[src/rtl/bits_rx_pkg.sv]
// bits_rx_pkg: shared definitions for the serial word receiver.
//   state_t : receiver FSM encoding (HUNT, SHIFT, PARITY)
//   OVF_W   : width of the saturating overflow counter
package bits_rx_pkg;

  typedef enum logic [1:0] {
    ST_HUNT   = 2'd0,
    ST_SHIFT  = 2'd1,
    ST_PARITY = 2'd2
  } state_t;

  localparam int OVF_W = 8;

endpackage

[src/rtl/bits_rx_if.sv]
// bits_rx_if: valid/ready word stream from the receiver to its consumer.
//   word_data  : head word
//   word_mti   : MTI/NV tag of the head word
//   word_valid : head word present
//   word_ready : consumer accepts the head when valid & ready
// Modports: master (receiver side), slave (consumer side).
interface bits_rx_if #(
  parameter int WORD_W = 12
);

  logic [WORD_W-1:0] word_data;
  logic              word_mti;
  logic              word_valid;
  logic              word_ready;

  modport master (
    output word_data,
    output word_mti,
    output word_valid,
    input  word_ready
  );

  modport slave (
    input  word_data,
    input  word_mti,
    input  word_valid,
    output word_ready
  );

endinterface

[src/rtl/bits_rx_sync_fifo.sv]
// sync_fifo: single-clock FIFO with occupancy count.
//   clk, rst   : clock, synchronous active-high reset
//   i_wr_en    : write request (accepted when not full, or when full and
//                a read is accepted in the same cycle)
//   i_wr_data  : write data
//   i_rd_en    : read request (head advances when not empty)
//   o_rd_data  : head entry
//   o_fill     : current occupancy
//   o_full     : occupancy == DEPTH
//   o_empty    : occupancy == 0
// DEPTH must be a power of two so the pointers wrap naturally.
module sync_fifo #(
  parameter int WIDTH = 13,
  parameter int DEPTH = 4
) (
  input  logic                   clk,
  input  logic                   rst,
  input  logic                   i_wr_en,
  input  logic [WIDTH-1:0]       i_wr_data,
  input  logic                   i_rd_en,
  output logic [WIDTH-1:0]       o_rd_data,
  output logic [$clog2(DEPTH):0] o_fill,
  output logic                   o_full,
  output logic                   o_empty
);

  localparam int AW = $clog2(DEPTH);

  logic [WIDTH-1:0] r_mem [DEPTH];
  logic [AW-1:0]    r_wr_ptr;
  logic [AW-1:0]    r_rd_ptr;
  logic [AW:0]      r_fill;
  logic             w_wr;
  logic             w_rd;

  assign o_full  = (r_fill == (AW+1)'(DEPTH));
  assign o_empty = (r_fill == '0);
  assign w_rd    = i_rd_en & ~o_empty;
  // a read in the same cycle frees the slot this write lands in
  assign w_wr    = i_wr_en & (~o_full | w_rd);

  always_ff @(posedge clk) begin
    if (rst) begin
      r_wr_ptr <= '0;
      r_rd_ptr <= '0;
      r_fill   <= '0;
      // cleared so the head reads as zero out of reset
      for (int i = 0; i < DEPTH; i++) r_mem[i] <= '0;
    end else begin
      if (w_wr) begin
        r_mem[r_wr_ptr] <= i_wr_data;
        r_wr_ptr        <= r_wr_ptr + 1'b1;
      end
      if (w_rd) r_rd_ptr <= r_rd_ptr + 1'b1;
      case ({w_wr, w_rd})
        2'b10:   r_fill <= r_fill + 1'b1;
        2'b01:   r_fill <= r_fill - 1'b1;
        default: r_fill <= r_fill;
      endcase
    end
  end

  assign o_rd_data = r_mem[r_rd_ptr];
  assign o_fill    = r_fill;

endmodule

[src/rtl/bits_rx.sv]
// bits_rx: serial receiver for the muxed radar bit stream.
// Hunts for frame_sync, shifts WORD_W bits MSB-first on bit_en strobes,
// tags each word with mti_nv captured on its first bit and buffers
// completed words in a FIFO behind a valid/ready handshake.
//   clk, rst    : clock, synchronous active-high reset
//   bits        : serial data, sampled on bit_en
//   bit_en      : one-cycle bit strobe
//   frame_sync  : marks the MSB of a word (qualified by bit_en)
//   mti_nv      : stream tag, captured on the MSB bit
//   word_if     : word stream out (bits_rx_if master)
//   sync_err    : one-cycle pulse when a word is cut short by frame_sync
//   par_err     : one-cycle pulse on parity failure (0 without parity)
//   ovf_cnt     : saturating count of words dropped on FIFO full
//   fill        : FIFO occupancy
// Optional feature macro: BITS_RX_PARITY_EN adds an even-parity bit
// after the data bits.
module bits_rx
  import bits_rx_pkg::*;
#(
  parameter int WORD_W     = 12,
  parameter int FIFO_DEPTH = 4
) (
  input  logic                        clk,
  input  logic                        rst,
  input  logic                        bits,
  input  logic                        bit_en,
  input  logic                        frame_sync,
  input  logic                        mti_nv,
  bits_rx_if.master                   word_if,
  output logic                        sync_err,
  output logic                        par_err,
  output logic [OVF_W-1:0]            ovf_cnt,
  output logic [$clog2(FIFO_DEPTH):0] fill
);

  localparam int CNT_W = $clog2(WORD_W + 1);

  state_t            r_state;
  logic [CNT_W-1:0]  r_cnt;
  logic [WORD_W-1:0] r_shift;
  logic              r_tag;
  logic              r_push;
  logic              r_sync_err;
  logic [OVF_W-1:0]  r_ovf_cnt;

  logic [WORD_W:0]   w_head;
  logic              w_full;
  logic              w_empty;
  logic              w_pop;
  logic              w_drop;

`ifdef BITS_RX_PARITY_EN
  logic              r_par_err;
`endif

  always_ff @(posedge clk) begin
    if (rst) begin
      r_state    <= ST_HUNT;
      r_cnt      <= '0;
      r_shift    <= '0;
      r_tag      <= 1'b0;
      r_push     <= 1'b0;
      r_sync_err <= 1'b0;
`ifdef BITS_RX_PARITY_EN
      r_par_err  <= 1'b0;
`endif
    end else begin
      r_push     <= 1'b0;
      r_sync_err <= 1'b0;
`ifdef BITS_RX_PARITY_EN
      r_par_err  <= 1'b0;
`endif
      if (bit_en) begin
        unique case (r_state)
          ST_HUNT: begin
            if (frame_sync) begin
              r_shift <= {{(WORD_W-1){1'b0}}, bits};
              r_tag   <= mti_nv;
              r_cnt   <= CNT_W'(1);
              r_state <= ST_SHIFT;
            end
          end
          ST_SHIFT: begin
            if (frame_sync) begin
              // misaligned: drop the partial word, this bit starts a new one
              r_sync_err <= 1'b1;
              r_shift    <= {{(WORD_W-1){1'b0}}, bits};
              r_tag      <= mti_nv;
              r_cnt      <= CNT_W'(1);
            end else begin
              r_shift <= {r_shift[WORD_W-2:0], bits};
              if (r_cnt == CNT_W'(WORD_W - 1)) begin
                r_cnt   <= '0;
`ifdef BITS_RX_PARITY_EN
                r_state <= ST_PARITY;
`else
                r_push  <= 1'b1;
                r_state <= ST_HUNT;
`endif
              end else begin
                r_cnt <= r_cnt + 1'b1;
              end
            end
          end
`ifdef BITS_RX_PARITY_EN
          ST_PARITY: begin
            if (frame_sync) begin
              r_sync_err <= 1'b1;
              r_shift    <= {{(WORD_W-1){1'b0}}, bits};
              r_tag      <= mti_nv;
              r_cnt      <= CNT_W'(1);
              r_state    <= ST_SHIFT;
            end else begin
              // even parity: data plus parity bit must XOR to zero
              if (^{r_shift, bits}) r_par_err <= 1'b1;
              else                  r_push    <= 1'b1;
              r_state <= ST_HUNT;
            end
          end
`endif
          default: r_state <= ST_HUNT;
        endcase
      end
    end
  end

  // r_shift/r_tag may already be reloaded by a back-to-back word on the
  // push edge; the FIFO samples the pre-edge values, which are the
  // completed word.
  sync_fifo #(
    .WIDTH (WORD_W + 1),
    .DEPTH (FIFO_DEPTH)
  ) u_fifo (
    .clk       (clk),
    .rst       (rst),
    .i_wr_en   (r_push),
    .i_wr_data ({r_tag, r_shift}),
    .i_rd_en   (w_pop),
    .o_rd_data (w_head),
    .o_fill    (fill),
    .o_full    (w_full),
    .o_empty   (w_empty)
  );

  assign w_pop  = word_if.word_valid & word_if.word_ready;
  assign w_drop = r_push & w_full & ~w_pop;

  always_ff @(posedge clk) begin
    if (rst)                            r_ovf_cnt <= '0;
    else if (w_drop && r_ovf_cnt != '1) r_ovf_cnt <= r_ovf_cnt + 1'b1;
  end

  assign word_if.word_valid = ~w_empty;
  assign word_if.word_data  = w_head[WORD_W-1:0];
  assign word_if.word_mti   = w_head[WORD_W];
  assign sync_err           = r_sync_err;
  assign ovf_cnt            = r_ovf_cnt;

`ifdef BITS_RX_PARITY_EN
  assign par_err = r_par_err;
`else
  assign par_err = 1'b0;
`endif

endmodule

[src/flat_wrapper.sv]
// flat-port wrapper written by rule: the top's interface ports become plain ports
module bits_rx_flat import bits_rx_pkg::*;
#(
  parameter int WORD_W     = 12,
  parameter int FIFO_DEPTH = 4
)
  (clk, rst, bits, bit_en, frame_sync, mti_nv, sync_err, par_err, ovf_cnt, fill, word_if_word_data, word_if_word_mti, word_if_word_valid, word_if_word_ready);
  bits_rx_if #(.WORD_W(WORD_W)) word_if_i ();
  input  logic clk;
  input  logic rst;
  input  logic bits;
  input  logic bit_en;
  input  logic frame_sync;
  input  logic mti_nv;
  output logic sync_err;
  output logic par_err;
  output logic [OVF_W-1:0] ovf_cnt;
  output logic [$clog2(FIFO_DEPTH):0] fill;
  output wire logic [$bits(word_if_i.word_data)-1:0] word_if_word_data;
  output wire logic [$bits(word_if_i.word_mti)-1:0] word_if_word_mti;
  output wire logic [$bits(word_if_i.word_valid)-1:0] word_if_word_valid;
  input wire logic [$bits(word_if_i.word_ready)-1:0] word_if_word_ready;
  assign word_if_word_data = word_if_i.word_data;
  assign word_if_word_mti = word_if_i.word_mti;
  assign word_if_word_valid = word_if_i.word_valid;
  assign word_if_i.word_ready = word_if_word_ready;
  bits_rx #(.WORD_W(WORD_W), .FIFO_DEPTH(FIFO_DEPTH)) u_core (.clk(clk), .rst(rst), .bits(bits), .bit_en(bit_en), .frame_sync(frame_sync), .mti_nv(mti_nv), .word_if(word_if_i), .sync_err(sync_err), .par_err(par_err), .ovf_cnt(ovf_cnt), .fill(fill));
endmodule
[config.mk]
export PLATFORM = sky130hd
export DESIGN_NAME = bits_rx_flat
export DESIGN_NICKNAME = d
export VERILOG_FILES = /design/src/rtl/bits_rx_pkg.sv /design/src/rtl/bits_rx_if.sv /design/src/rtl/bits_rx_sync_fifo.sv /design/src/rtl/bits_rx.sv /design/src/flat_wrapper.sv
export SDC_FILE = /design/constraint.sdc
export NUM_CORES = 1
export LEC_CHECK = 0
export CAP_MARGIN = 0
export CORE_MARGIN = 5
export CORE_UTILIZATION = 51
export DETAILED_ROUTE_END_ITERATION = 7
export PLACE_DENSITY = 0.87
export SYNTH_ARGS = -nofsm -noshare
export SYNTH_HDL_FRONTEND = slang
export SYNTH_SLANG_ARGS = --single-unit
[constraint.sdc]
create_clock -name clk -period 2.7 [get_ports clk]
set_input_delay 0.54 -clock clk [delete_from_list [all_inputs] [get_ports clk]]
set_output_delay 0.54 -clock clk [all_outputs]
set_load 0.005 [all_outputs]
==> impl_metrics.json, run 1 <==
{
  "rrSetupSlack_ns": 0.56,
  "hold_slack_ns": 0.515,
  "dr.pass1.iters": 4,
  "hp-class": "flop to flop",
  "wirelength_microns": 7040,
  "synth_seq_cells": 89,
  "drive_gt1_share_pct": 13.7,
  "grt_max_degree": 43,
  "power.total_w": 0.00259,
  "ir_drop_mv": 0.276,
  "core_area_sq_um": 7250,
  "worstSetupPathType": "flop to output port",
  "ys_seq_area_share_pct": 60.9,
  "rsz0062_at_grt": "no",
  "dp_hpwl_microns": 4780,
  "die_y_microns": 96.1,
  "cap_violations": 0,
  "clock_latency_ns": 0.36,
  "drv_slew": 0,
  "cts_resized": 0,
  "dieArea_sq_um": 9240,
  "ff_latch_area_sq_um": 2300,
  "async_reset_ff_share_pct": 0,
  "hold_depth": 2,
  "area_delta_synth_final_pct": 18.3,
  "critPathSlowestCell": "dfxtp_1",
  "fin_crit_sh_pct": 93.9,
  "finalCriticalPeriod_ns": 2.54,
  "synth_area_per_cell_sq_um": 12.1,
  "yosysUniqueCellTypes": 44,
  "path_cells": "mux4_2 > clkdlybuf4s50_1",
  "routed-via-count": 2467,
  "hold_violations": 0,
  "synthesis.area_sq_um": 3780,
  "grt.total_usage_pct": 16.8,
  "cts_root_buffer": "clkbuf_8",
  "required_ns": 2.16,
  "antenna_found_initial": 0,
  "postCtsSetupBuffers": 0,
  "ys_warn_count": 0,
  "synth_ff_type": "edfxtp_1",
  "p_leak_nw": 1.49,
  "grt_pass1_wl_microns": 11600,
  "synth_edf_count": 52,
  "first_global_vias": 2397,
  "tritoncts": "built",
  "cp_slowest_stage_delay_ns": 0.75,
  "maxSlewHeadroom_pct": 55.5,
  "grt_overflow": 0,
  "clkTransAtPathRegs_ns": 0.08,
  "ctsHoldBuffers": 0,
  "synthCells": 312,
  "max_clock_freq_mhz": 394,
  "die_x_microns": 96.1,
  "cts_buffer_depth": 2,
  "detail_route.vias_per_cell": 5.41,
  "multi_input_area_sq_um": 1380,
  "cts.sinks": 89,
  "diodes": 0,
  "timing.rr.end": "u_core.u_fifo.o_fill[2]$_SDFFE_PP0P_",
  "tightest_slew_ns": 0.667,
  "gp_congestion": 0.805,
  "htree_levels": 3,
  "initial_core_util_pct": 52.1,
  "crit_path_start_kind": "flop",
  "row_count": 31,
  "fin_skew_ns": 0.0119,
  "num_io_pins": 34,
  "n_fill_cell": 565,
  "critPathCapture": "word_if_word_data[5]",
  "cts_made_buffers": 9,
  "drt_iter0_markers": 137,
  "status": "finished clean",
  "synth_nets": 323,
  "path_max_fanout": 13,
  "crit_path_end_kind": "output port",
  "drc": 0,
  "wl_per_cell_microns": 15.4,
  "reg2reg_from": "u_core.u_fifo.o_fill[1]$_SDFFE_PP0P_",
  "power_density_nw_per_um2": 579,
  "portBuffers": 32,
  "nNetsFinal": 363,
  "crit_arrival_ns": 2.00,
  "r2r_cells": 8,
  "finalSetupViolCount": 0,
  "postRouteAntennaNets": 0
}
registers in the layout, summed over array words and instances, names as in the netlist, named ones only:
signal and cells:
u_core.ovf_cnt 8, u_core.r_cnt 4, u_core.r_push 1, u_core.r_shift 12
u_core.r_state 1, u_core.r_tag 1, u_core.sync_err 1, u_core.u_fifo.o_fill 3
u_core.u_fifo.r_mem 52, u_core.u_fifo.r_rd_ptr 2, u_core.u_fifo.r_wr_ptr 2
cell usage in the layout (no fill, tap or decap), types with 3 or more instances in the layout:
cell type	instances
ha_1	3
buf_4	13
o21ai_0	4
nand3_1	5
a21oi_1	8
a21o_1	3
a22oi_1	12
nor2_1	69
and2_1	13
edfxtp_1	52
nand2b_1	15
clkbuf_8	10
dfxtp_1	37
nand2_1	12
xnor2_1	4
inv_1	8
xor2_1	7
mux4_2	13
clkdlybuf4s50_1	32
critical path, delay by kind of cell (launching register included):
kind,cells,cell delay (ns)
mux,1,0.41
flops,1,0.75
buf+inv,1,0.46
logic make-up (layout without fill, tap and decap cells):
family / Yosys count / in the layout / synth area share (%)
flip-flops: 89 / 89 / 60.9
adder cells (fa/ha/maj): 4 / 4 / 1.52
other: 1 / 1 / 0.0991
AO/OA/AOI/OAI: 36 / 36 / 6.78
multiplexers: 15 / 15 / 8.27
buffers and inverters: 24 / 69 / 2.68
XOR/XNOR: 11 / 11 / 2.55
AND/OR/NAND/NOR: 132 / 132 / 17.2
per-stage QoR:
step	cells	cell area, sq um	setup WS [ns]	setup TNS (ns)	util, %
6_report	456	4470	0.164	0	61.7
5_1_grt	456	4470	0.104	0	61.7
4_1_cts	456	4470	0.145	0	61.7
3_5_place_dp	440	4250	-0.0180	-0.0180	58.6
3_3_place_gp	440	4250	0.0598	0	58.6
2_1_floorplan	312	3780	0.0496	0	-
layer usage:
metal | part of all wire [%] | global-route usage, % | up-vias
met5 | 0 | 0 | -
met4 | 1.7 | 7.35 | 0
met3 | 4.0 | 4.14 | 11
met2 | 51 | 27.5 | 49
met1 | 44 | 20.9 | 1221
li1 | - | - | 1186
how the worst min path moves through the flow:
stage / from / to / slack, ns
6_report: u_core.r_cnt[0]$_SDFFE_PP0P_ / u_core.r_cnt[0]$_SDFFE_PP0P_ / 0.52
4_1_cts: u_core.r_state[0]$_SDFFE_PP0P_ / u_core.r_state[0]$_SDFFE_PP0P_ / 0.51
3_5_place_dp: u_core.r_state[0]$_SDFFE_PP0P_ / u_core.r_state[0]$_SDFFE_PP0P_ / 0.50
5_1_grt: u_core.ovf_cnt[7]$_SDFFE_PP0P_ / u_core.ovf_cnt[7]$_SDFFE_PP0P_ / 0.54
3_3_place_gp: u_core.r_cnt[0]$_SDFFE_PP0P_ / u_core.r_cnt[0]$_SDFFE_PP0P_ / 0.48
2_1_floorplan: u_core.r_tag$_SDFFE_PP0P_ / u_core.r_tag$_SDFFE_PP0P_ / 0.44
layout make-up:
type / instances / share of cell area, %
multi-input combinational: 199 / 30.8
inverter: 8 / 0.671
tap: 99 / 2.77
sequential: 89 / 51.5
timing repair buffer: 45 / 9.34
clock buffer: 12 / 3.24
clock inverter: 4 / 1.71
synthesized netlist by cell type (2+ instances only):
cell type	number	area, sq um
a21o_1	3	22.5
or3_1	2	12.5
nand2_1	12	45.0
nor2_1	69	259
nand2b_1	15	93.8
o2111ai_1	2	17.5
clkbuf_1	10	37.5
a21oi_1	8	40.0
and2_1	13	81.3
or2_2	2	12.5
o21ai_0	4	20.0
dfxtp_1	37	741
ha_1	3	37.5
xor2_1	7	61.3
or3_2	2	15.0
edfxtp_1	52	1560
inv_1	8	30.0
nand3_1	5	25.0
buf_4	2	15.0
a22oi_1	12	90.1
buf_2	3	15.0
nor3b_1	2	15.0
xnor2_1	4	35.0
and3_1	2	12.5
mux2i_1	2	20.0
mux4_2	13	293
power by group:
| part | total [W] | leakage, nW | internal [W] | switching (W) |
|---|---|---|---|---|
| sequential | 0.00148 | 0.813 | 0.00147 | 0.0000132 |
| combinational | 0.0000990 | 0.575 | 0.0000491 | 0.0000499 |
| clock | 0.00101 | 0.107 | 0.000551 | 0.000459 |
(Power assumes the default switching activity.)
==> inputs of run 2 (changes only) <==
- CTS_BUF_LIST: not set -> sky130_fd_sc_hd__clkbuf_16
- GPL_ROUTABILITY_DRIVEN: not set -> 0
==> run 2 against run 1 <==
  * Sequential power about the same
  * Worst setup slack improved by 0.040 ns
  * Highest routed layer unchanged
  * Flip-flop and latch count unchanged
  * Design area increased by 2.0%
  * Die area unchanged
  * Non-clock buffer count unchanged
  * Sequential share of layout area decreased by 1.0 points
  * Largest power group unchanged
  * Register-to-register slack got worse by 0.02 ns
  * Clock skew decreased by 0.0010 ns
  * Count of clock-buffer cells in the layout decreased by 3
==> impl_metrics.json, run 2 (same netlist as run 1, synthesis figures left out) <==
{
  "num_io_pins": 34,
  "status": "finished clean",
  "tritoncts": "built",
  "area_delta_synth_final_pct": 20.7,
  "maxSlewHeadroom_pct": 55.9,
  "path_cells": "mux4_2 > clkdlybuf4s50_1",
  "cp.depth": 2,
  "grt_max_degree": 43,
  "cts_buffer_depth": 2,
  "fin_crit_sh_pct": 92.4,
  "ctsHoldBuffers": 0,
  "fin_setup_tns_ns": 0,
  "dieArea_sq_um": 9240,
  "critPathSlowestCell": "dfxtp_1",
  "rsz0062_at_grt": "no",
  "drv_slew": 0,
  "clkTransAtPathRegs_ns": 0.06,
  "clock_latency_ns": 0.34,
  "tightest_slew_ns": 0.661,
  "r2r_cells": 8,
  "dpl_cell_area_sq_um": 4250,
  "detail_route.vias_per_cell": 5.45,
  "cp_slowest_stage_delay_ns": 0.74,
  "routed-via-count": 2484,
  "portBuffers": 32,
  "finalCriticalPeriod_ns": 2.50,
  "worstSetupPathType": "flop to output port",
  "row_count": 31,
  "grt.total_usage_pct": 17.3,
  "final_common_cell": "nor2_1",
  "nNetsFinal": 363,
  "p_leak_nw": 1.54,
  "hold_slack_ns": 0.514,
  "postRouteAntennaNets": 0,
  "required_ns": 2.16,
  "wl_per_cell_microns": 15.9,
  "die_y_microns": 96.1,
  "cts_resized": 0,
  "ir_drop_mv": 0.312,
  "finalSetupViolCount": 0,
  "crit_path_end_kind": "output port",
  "die_x_microns": 96.1,
  "layout_common_cells": "nor2_1, edfxtp_1, dfxtp_1, clkdlybuf4s50_1, nand2b_1",
  "crit_arrival_ns": 1.96,
  "drc": 0,
  "path_max_fanout": 13,
  "core_area_sq_um": 7250,
  "hold_depth": 2,
  "diodes": 0,
  "cp_top_family": "flip-flops",
  "grt_pass1_wl_microns": 12000,
  "dr.pass1.iters": 4,
  "finalInstanceArea_sq_um": 4570,
  "largest_reg_flops": 52,
  "fin_skew_ns": 0.0109,
  "dp_hpwl_microns": 4780,
  "antenna_found_initial": 0,
  "postCtsSetupBuffers": 0,
  "hold_violations": 0,
  "grt_overflow": 0,
  "wirelength_microns": 7240,
  "htree_levels": 3,
  "regMostFlops": "u_core.u_fifo.r_mem",
  "crit_path_start_kind": "flop",
  "max_clock_freq_mhz": 401,
  "cts.sinks": 89,
  "drt_iter0_markers": 144,
  "cts_root_buffer": "clkbuf_16",
  "initial_core_util_pct": 52.1,
  "cts_made_buffers": 9,
  "first_global_vias": 2473,
  "drive_gt1_share_pct": 13.4,
  "power_density_nw_per_um2": 629,
  "critPathBufInv": 1,
  "hp-class": "flop to flop",
  "cap_violations": 0
}
[run 2: changes by cell type in the layout (fill, tap and decap cells not counted), sizes merged]
cell	change
clkbuf	-3
clkinv	+1
inv	+2
[run 2: path summary, 6_finish.rpt]
kind | to | start | slack, ns
hold reg to reg | u_core.r_state[0]$_SDFFE_PP0P_ | u_core.r_state[0]$_SDFFE_PP0P_ | 0.51
hold / removal | u_core.r_state[0]$_SDFFE_PP0P_ | u_core.r_state[0]$_SDFFE_PP0P_ | 0.51
setup / recovery | word_if_word_data[5] | flop | 0.20
setup reg to reg | u_core.u_fifo.o_fill[2]$_SDFFE_PP0P_ | u_core.u_fifo.o_fill[1]$_SDFFE_PP0P_ | 0.54
[run 2: final cells by class]
class | count | area [sq um]
multi-input combinational | 199 | 1380
clock buffer | 9 | 225
clock inverter | 7 | 87.6
tap | 99 | 124
sequential | 89 | 2300
inverter | 8 | 30.0
fill | 547 | 2690
timing repair buffer | 45 | 418
[run 2: power by group]
group          leakage [nW]  switching, W  internal, W
logic                 0.575     0.0000504    0.0000491
registers             0.813     0.0000138      0.00147
clock network         0.156      0.000488     0.000803
total                  1.54      0.000552      0.00232
[run 2: stage by stage]
stage / cells / setup slack [ns] / total power [W] / utilization [%]
floorplan: 312 / 0.0496 / 0.00156 / -
global placement: 440 / 0.0598 / 0.00161 / 58.6
detailed placement: 440 / -0.0180 / 0.00161 / 58.6
CTS: 456 / 0.166 / 0.00289 / 62.9
global route: 456 / 0.123 / 0.00296 / 62.9
finish: 456 / 0.204 / 0.00287 / 62.9
[run 2: routing by layer]
metal | up-vias | share of wire [%] | GRT usage (%) | wire length [microns]
met5 | - | 0 | 0 | 0
met4 | 0 | 1.1 | 6.99 | 79
met3 | 9 | 4.5 | 3.91 | 323
met2 | 61 | 52 | 29.6 | 3770
met1 | 1229 | 42 | 20.9 | 3070
li1 | 1185 | - | - | -
[run 2: worst reg2reg max path: stages, from the launching register on]
cell and delay [ns]:
dfxtp_1 0.37, nor4b_4 0.30, nand2b_1 0.18, ha_1 0.20, inv_1 0.07, fa_1 0.37
xor2_1 0.16, or3_1 0.31, a21oi_1 0.14
==> inputs of run 3 (changes only) <==
- CTS_CLUSTER_SIZE: not set -> 12
- GPL_ROUTABILITY_DRIVEN: 0 -> not set
==> results of run 3 <==
No change in the layout: final DEF, timing and power equal those of run 2.
